[src/rtl/dmem_arb_pkg.sv]
// Shared types and defaults for the data-memory arbiter.
package dmem_arb_pkg;

    localparam int unsigned DATA_W_DEF    = 16;
    localparam int unsigned ADDR_W_DEF    = 16;
    localparam int unsigned MEM_DEPTH_DEF = 16;

    typedef enum logic [1:0] {
        IDLE  = 2'd0,
        ISSUE = 2'd1,
        RESP  = 2'd2
    } dmem_state_e;

    typedef struct packed {
        logic                  we;
        logic [ADDR_W_DEF-1:0] addr;
        logic [DATA_W_DEF-1:0] wdata;
    } dmem_req_t;

endpackage

[src/rtl/dmem_rr_arb2.sv]
// Two-way round-robin picker: on a tie the side not granted last wins.
module dmem_rr_arb2 (
    input  logic [1:0] req,
    input  logic       ptr,
    output logic       winner
);

    always_comb begin
        winner = (req == 2'b11) ? ~ptr : req[1];
    end

endmodule

[src/rtl/dmem_arbiter.sv]
// Arbitrates the MEM stage (port 0) and the loader/debug requester (port 1)
// onto a single data-memory port with one outstanding command at a time.
module dmem_arbiter
    import dmem_arb_pkg::*;
#(
    parameter int unsigned DATA_W    = DATA_W_DEF,
    parameter int unsigned ADDR_W    = ADDR_W_DEF,
    parameter int unsigned MEM_DEPTH = MEM_DEPTH_DEF
) (
    input  logic              clk,
    input  logic              rst,
    input  logic              p0_req,
    input  logic              p0_we,
    input  logic [ADDR_W-1:0] p0_addr,
    input  logic [DATA_W-1:0] p0_wdata,
    output logic              p0_gnt,
    output logic              p0_rvalid,
    output logic [DATA_W-1:0] p0_rdata,
    output logic              p0_err,
    input  logic              p1_req,
    input  logic              p1_we,
    input  logic [ADDR_W-1:0] p1_addr,
    input  logic [DATA_W-1:0] p1_wdata,
    output logic              p1_gnt,
    output logic              p1_rvalid,
    output logic [DATA_W-1:0] p1_rdata,
    output logic              p1_err,
    output logic [ADDR_W-1:0] mem_addr,
    output logic [DATA_W-1:0] mem_wdata,
    output logic              mem_read,
    output logic              mem_write,
    input  logic [DATA_W-1:0] mem_rdata
);

    dmem_state_e       state_q, state_d;
    logic              ptr_q, ptr_d;
    logic              win_q, win_d;
    logic              we_q, we_d;
    logic              ir_q, ir_d;
    logic [1:0]        gnt_q, gnt_d;
    logic [1:0]        rvalid_q, rvalid_d;
    logic [1:0]        err_q, err_d;
    logic              mem_read_q, mem_read_d;
    logic              mem_write_q, mem_write_d;
    logic [ADDR_W-1:0] mem_addr_q, mem_addr_d;
    logic [DATA_W-1:0] mem_wdata_q, mem_wdata_d;
    logic [DATA_W-1:0] rdata0_q, rdata0_d;
    logic [DATA_W-1:0] rdata1_q, rdata1_d;

    logic              winner;
    logic              sel_we;
    logic [ADDR_W-1:0] sel_addr;
    logic [DATA_W-1:0] sel_wdata;
    logic              sel_ir;

    dmem_rr_arb2 u_rr (
        .req    ({p1_req, p0_req}),
        .ptr    (ptr_q),
        .winner (winner)
    );

    assign sel_we    = winner ? p1_we    : p0_we;
    assign sel_addr  = winner ? p1_addr  : p0_addr;
    assign sel_wdata = winner ? p1_wdata : p0_wdata;
    assign sel_ir    = (sel_addr < ADDR_W'(MEM_DEPTH));

    // Next state plus next value of every registered output.
    always_comb begin
        state_d     = state_q;
        ptr_d       = ptr_q;
        win_d       = win_q;
        we_d        = we_q;
        ir_d        = ir_q;
        gnt_d       = 2'b00;
        rvalid_d    = 2'b00;
        err_d       = 2'b00;
        mem_read_d  = 1'b0;
        mem_write_d = 1'b0;
        mem_addr_d  = mem_addr_q;
        mem_wdata_d = mem_wdata_q;
        rdata0_d    = rdata0_q;
        rdata1_d    = rdata1_q;
        case (state_q)
            IDLE: begin
                if (p0_req || p1_req) begin
                    state_d        = ISSUE;
                    ptr_d          = winner;
                    win_d          = winner;
                    we_d           = sel_we;
                    ir_d           = sel_ir;
                    gnt_d[winner]  = 1'b1;
                    err_d[winner]  = sel_we & ~sel_ir;
                    mem_addr_d     = sel_addr;
                    mem_wdata_d    = sel_wdata;
                    mem_write_d    = sel_we & sel_ir;
                    mem_read_d     = ~sel_we & sel_ir;
                end
            end
            ISSUE: begin
                state_d = we_q ? IDLE : RESP;
            end
            RESP: begin
                state_d         = IDLE;
                rvalid_d[win_q] = 1'b1;
                err_d[win_q]    = ~ir_q;
                if (win_q) begin
                    rdata1_d = ir_q ? mem_rdata : '0;
                end else begin
                    rdata0_d = ir_q ? mem_rdata : '0;
                end
            end
            default: state_d = IDLE;
        endcase
    end

    always_ff @(posedge clk or negedge rst) begin
        if (!rst) begin
            state_q     <= IDLE;
            ptr_q       <= 1'b1;
            win_q       <= 1'b0;
            we_q        <= 1'b0;
            ir_q        <= 1'b0;
            gnt_q       <= 2'b00;
            rvalid_q    <= 2'b00;
            err_q       <= 2'b00;
            mem_read_q  <= 1'b0;
            mem_write_q <= 1'b0;
            mem_addr_q  <= '0;
            mem_wdata_q <= '0;
            rdata0_q    <= '0;
            rdata1_q    <= '0;
        end else begin
            state_q     <= state_d;
            ptr_q       <= ptr_d;
            win_q       <= win_d;
            we_q        <= we_d;
            ir_q        <= ir_d;
            gnt_q       <= gnt_d;
            rvalid_q    <= rvalid_d;
            err_q       <= err_d;
            mem_read_q  <= mem_read_d;
            mem_write_q <= mem_write_d;
            mem_addr_q  <= mem_addr_d;
            mem_wdata_q <= mem_wdata_d;
            rdata0_q    <= rdata0_d;
            rdata1_q    <= rdata1_d;
        end
    end

    assign p0_gnt    = gnt_q[0];
    assign p1_gnt    = gnt_q[1];
    assign p0_rvalid = rvalid_q[0];
    assign p1_rvalid = rvalid_q[1];
    assign p0_err    = err_q[0];
    assign p1_err    = err_q[1];
    assign p0_rdata  = rdata0_q;
    assign p1_rdata  = rdata1_q;
    assign mem_addr  = mem_addr_q;
    assign mem_wdata = mem_wdata_q;
    assign mem_read  = mem_read_q;
    assign mem_write = mem_write_q;

endmodule

[config.mk]
export PLATFORM = sky130hd
export DESIGN_NAME = dmem_arbiter
export DESIGN_NICKNAME = d
export VERILOG_FILES = /design/src/rtl/dmem_arb_pkg.sv /design/src/rtl/dmem_rr_arb2.sv /design/src/rtl/dmem_arbiter.sv
export SDC_FILE = /design/constraint.sdc
export NUM_CORES = 1
export LEC_CHECK = 0
export CORE_MARGIN = 3
export CORE_UTILIZATION = 44
export DETAILED_ROUTE_END_ITERATION = 8
export PLACE_DENSITY = 0.87
export REMOVE_ABC_BUFFERS = 1
export SLEW_MARGIN = 30
export SYNTH_ARGS = -nofsm -noshare
export SYNTH_HDL_FRONTEND = slang
export SYNTH_SLANG_ARGS = --single-unit
[constraint.sdc]
create_clock -name clk -period 4.6 [get_ports clk]
set_clock_uncertainty 0.1 [all_clocks]
set_input_delay 0.92 -clock clk [delete_from_list [all_inputs] [get_ports clk]]
set_output_delay 0.92 -clock clk [all_outputs]
set_load 0.02 [all_outputs]
; ---- Word-level counts from Yosys, hierarchy flattened
; Index checks and enable logic that the tools add are counted.
[word_totals]
register_bits = 78
output_inout_bits = 72
[classes]
order_cmp = 5
eq_ne = 4
n_mux = 21
bitwise = 10
n_reduce_logical = 7
[op_table]
columns = op, n
row1 = two-way mux 16 bit, 3
row2 = "< comparator 16 x 5 -> 1 bit, second input constant", 1
row3 = two-way mux 2 bit, 6
row4 = two-way mux 1 bit, 8
row5 = case mux 2 bit (2 select lines), 2
row6 = AND reduction 2 bit, 3
row7 = inverter 1 bit, 5
row8 = bitwise AND 2 bit, 2
row9 = "== test 2 bit, second input constant", 2
row10 = "< comparator 1 x 2 -> 1 bit, second input constant", 2
row11 = bitwise AND 1 bit, 3
row12 = demux 1 bit (select 1 bit), 2
row13 = "== test 2 x 1 -> 1 bit, second input constant", 1
row14 = ">= comparator 1 bit, second input constant", 2
row15 = logical AND 1 bit, 2
row16 = zero test 2 bit, 1
row17 = "inequality test 2 bit, second input constant", 1
row18 = logical OR 1 bit, 1

; ---- Depth between registers and ports, before layout
[logic_depth]
depth_word = 9
ltp_mapped = 6
mapped_depth_nobuf = 4

; ---- Cells and area by module
; A second synthesis with hierarchy kept.
[hier_totals]
hier_cells = 311
area_unflattened_um2 = 3201.8
[by_module_without_submodules]
columns = module, instances, cells_each, area_per_inst_um2, seq_area_each_um2
row1 = dmem_arbiter, 1, 310, 3190.6, 1953.1
row2 = dmem_rr_arb2, 1, 1, 11.3, 0.0

; ---- Worst setup path after synthesis
; OpenSTA, ideal clock, no wires.
[synth_path]
kind = input-to-reg
start = in p1_req
end = reg mem_addr_q[0], in the netlist mem_addr[0]
setup_ns = 0.126
arrival_time_ns = 1.939
required_time_ns = 4.374
setup_slack_ns = 2.435
stages = 6
cell_sequence = or2_1 -> buf_2 -> and3_4 -> buf_6 -> buf_6 -> a221o_1
[synth_via]
elab_chain_cells = 3
[synth_lines]
columns = element, line
row1 = "start, declared", dmem_arbiter.sv:20  ; input logic p1_req,
row2 = == test 2 bit, dmem_rr_arb2.sv:9  ; winner = (req == 2'b11) ? ~ptr : req[1];
row3 = two-way mux 1 bit, dmem_rr_arb2.sv:9
row4 = two-way mux 16 bit, dmem_arbiter.sv:63  ; assign sel_addr = winner ? p1_addr : p0_addr;
row5 = "end signal, assigned", dmem_arbiter.sv:143  ; mem_addr_q <= mem_addr_d;
row6 = "end, declared", dmem_arbiter.sv:45  ; logic [ADDR_W-1:0] mem_addr_q, mem_addr_d;
; Parallel ways exist; a longest one is shown, timed or not.
; A chain may end at the register's enable or synchronous reset.

; ---- Worst setup path after layout
[layout_path]
start = in p0_req
end = reg mem_wdata_q[1], in the netlist mem_wdata[1]
[layout_via]
elab_chain_cells = 3
[layout_lines]
columns = element, line
row1 = "start, declared", dmem_arbiter.sv:12  ; input logic p0_req,
row2 = == test 2 bit, dmem_rr_arb2.sv:9
row3 = two-way mux 1 bit, dmem_rr_arb2.sv:9
row4 = two-way mux 16 bit, dmem_arbiter.sv:64  ; assign sel_wdata = winner ? p1_wdata : p0_wdata;
row5 = "end signal, assigned", dmem_arbiter.sv:144  ; mem_wdata_q <= mem_wdata_d;
row6 = "end, declared", dmem_arbiter.sv:46  ; logic [DATA_W-1:0] mem_wdata_q, mem_wdata_d;
; Parallel ways exist; a longest one is shown, timed or not.

==> impl_metrics.csv <==
group,metric,value,unit
status,status,"finished, final reports clean",
timing,slew_headroom,47.8,%
grt,grt_pass1_wl,15.3,mm
route,route.met3.wl,825,um
floorplan,core,6940,um^2
timing,fin_setup_tns,0,ns
synth,synth_flop_cell,"dfrtp_1",
grt,grt_max_degree,79,
power,p_leak,2.18,nW
floorplan,ioPinCount,158,
route,wl_per_cell,16.7,um
worst_setup_path,startpoint_type,"input port",
cts,clock_latency,0.34,ns
timing,finalCritPeriodShare,70.5,%
placed_design,placed_area,4820,um^2
route,drt_first_iter_violations,157,
cts,cts-root-buf,"clkbuf_8",
grt,grt_pass1_vias,3121,
worst_setup_path,crit_path_top_delay_cell,"or2_1",
final_layout,fin_nets,551,
worst_setup_path,crit_family,"buffers and inverters",
synth,postSynthAreaPerCell,10.1,um^2
placed_design,place_ws,0.990,ns
synth,synth_cell_types,32,
grt,grt_usage,23.1,%
synth,synth_top_family_by_area,"compound AO/OA/AOI/OAI gates",
synth,synth_edf_count,0,
final_layout,mostFrequentLayoutCells,"clkdlybuf4s50_1, nand2_1, dfrtp_1",
cts,numClockSinks,78,
route,highest_layer,"met4",
floorplan,start_util,46.5,%
cts,clockBufferDepth,2,
synth,synth-compound-area-share,18.4,%
route,vias_per_cell,5.42,
route,met1_length,3.67,mm
final_layout,antenna_cells,0,
route,wl,9.44,mm
synth,yosys.area_share.adder,0,%
cts,clkSlewWorstSetupHoldPaths,0.08,ns
final_layout,final_cell_area,5030,um^2
worst_hold_path,min_path_type,"reg -> reg",
timing,final.min_clock_period,3.24,ns
worst_setup_path,r2r_slack,1.99,ns
synth,ys_ff_latch,78,
synth,synthMuxAreaShare,0.658,%
cts,cts_tree,"yes",
worst_setup_path,crit_type,"in -> reg",
route,num_vias,3066,
floorplan,die_w,91.7,um
synth,yosys.area_share.simple,16.3,%
power,peakVddDrop,361,uV
synth,synth_xor_area_share,0,%
timing,hold_viol_final,0,
floorplan,rows,30,
final_layout,multiInputGateArea,1140,um^2
route,first_pass_iters,4,
final_layout,final_common_cell,"clkdlybuf4s50_1",
run,max_cap_violations,0,
timing,finalSetupViolCount,0,
grt,antenna_found_initial,0,
timing,final-max-slew-violation-count,0,
cts,cts_made_buffers,9,
timing,fmax,308,MHz
timing,worst_pin_slew,0.782,ns
floorplan,die_area,8410,um^2
cts,post_cts_buffers,0,
synth,synthArstFlopShare,100,%
worst_setup_path,cp.required,4.67,ns
placed_design,dpl.hpwl,6.95,mm
worst_setup_path,crit_fanout,23,
final_layout,areaGrowthSynthToFinish,55.7,%
synth,synth_area,3230,um^2
route,drc,0,
grt,globalRouteOverflowTotal,0,
synth,ys_seq_area_share,60.5,%
worst_setup_path,cp_num_buf_inv,2,
final_layout,fillCellCount,484,
timing,rsz0062_at_grt,"no",
route,wl_met2,4.74,mm
final_layout,seq_area,1950,um^2
worst_setup_path,endpoint_kind,"flip-flop",
synth,syn_inst,321,
worst_setup_path,worst_ep_arrival_time,3.31,ns
cts,cts_hold_buf,0,
cts,htreeDepth,3,
placed_design,io_buffers,157,
floorplan,fp.dieH,91.7,um
worst_setup_path,critPathMaxStageDelay,0.64,ns
power,power_density,661,nW/um^2
cts,cts_resized,0,
timing,worst_slack,1.36,ns
placed_design,gp_congestion,0.856,
route,ant_nets,0,
worst_setup_path,path_cells,"clkdlybuf4s50_1 > or2_1 > nand2_2 > inv_1 > a31oi_1",
final_layout,drive_gt1_share,5.74,%
synth,ys_warn_count,0,
area by class of cell:
class,count,share of cell area (%)
Sequential cell,78,38.8
Clock buffer,10,2.74
Inverter,3,0.224
Multi-Input combinational cell,214,22.7
Tap cell,96,2.39
Timing Repair Buffer,159,31.6
Clock inverter,6,1.42
cell usage after synthesis, types with 2 or more instances:
library cell,number,share of area (%)
o21ai_1,15,2.3
a41o_1,2,0.62
nand4_1,2,0.39
buf_6,2,0.70
a31oi_1,20,3.9
nand2_1,86,10
inv_1,3,0.35
clkbuf_1,11,1.3
o21ai_0,17,2.6
a21o_1,2,0.46
dfrtp_1,77,60
nor4_1,6,1.2
and3_1,13,2.5
buf_1,2,0.23
a21oi_1,22,3.4
buf_2,11,1.7
a211oi_1,2,0.46
nor2_1,2,0.23
a221o_1,13,4.0
kinds of logic after synthesis:
| kind of cell | count (synthesis) |
|---|---|
| flip-flops | 78 |
| multiplexers | 2 |
| AND/OR/NAND/NOR | 117 |
| AO/OA/AOI/OAI | 95 |
| buffers and inverters | 29 |
final timing paths:
path,to,cells past startpoint,from
setup / recovery,mem_wdata[1],5,p0_req
hold / removal,state_q[1],1,we_q
setup reg to reg,mem_wdata[1],4,state_q[1]
hold reg to reg,state_q[1],1,we_q
max in group asynchronous,p1_rdata[12],1,rst
min in group asynchronous,p1_rdata[2],1,rst
where the power goes:
part / total, mW / switching [mW] / internal, mW / leakage, nW
registers: 1.20 / 0.209 / 0.992 / 0.964
clock network: 0.515 / 0.247 / 0.268 / 0.0987
logic: 1.61 / 0.857 / 0.751 / 1.12
total: 3.32 / 1.31 / 2.01 / 2.18
per-stage QoR:
stage                     hold WS [ns]  utilization (%)  power [mW]  std cells
after global routing             0.346             72.4        3.52        566
final                            0.326             72.4        3.32        566
after floorplan                  0.308                -        1.98        295
after detailed placement         0.324             69.4        2.83        550
after global placement           0.317             69.2        2.77        549
after CTS                        0.336             72.4        3.35        566
state kept, by name, indices dropped and copies added, names as in the netlist:
| signal | cells |
|---|---|
| mem_addr | 16 |
| mem_wdata | 16 |
| p0_rdata | 16 |
| p1_rdata | 16 |
| err_q | 2 |
| gnt_q | 2 |
| rvalid_q | 2 |
| state_q | 2 |
| ir_q | 1 |
| mem_read | 1 |
| mem_write | 1 |
| ptr_q | 1 |
| we_q | 1 |
| win_q | 1 |
per-layer routing:
layer | global-route usage (%) | up-vias
li1 | - | 1421
met1 | 27.6 | 1465
met2 | 39.4 | 164
met3 | 6.56 | 16
met4 | 9.05 | 0
met5 | 0 | -
No activity file was read; power rests on OpenSTA's default activity.
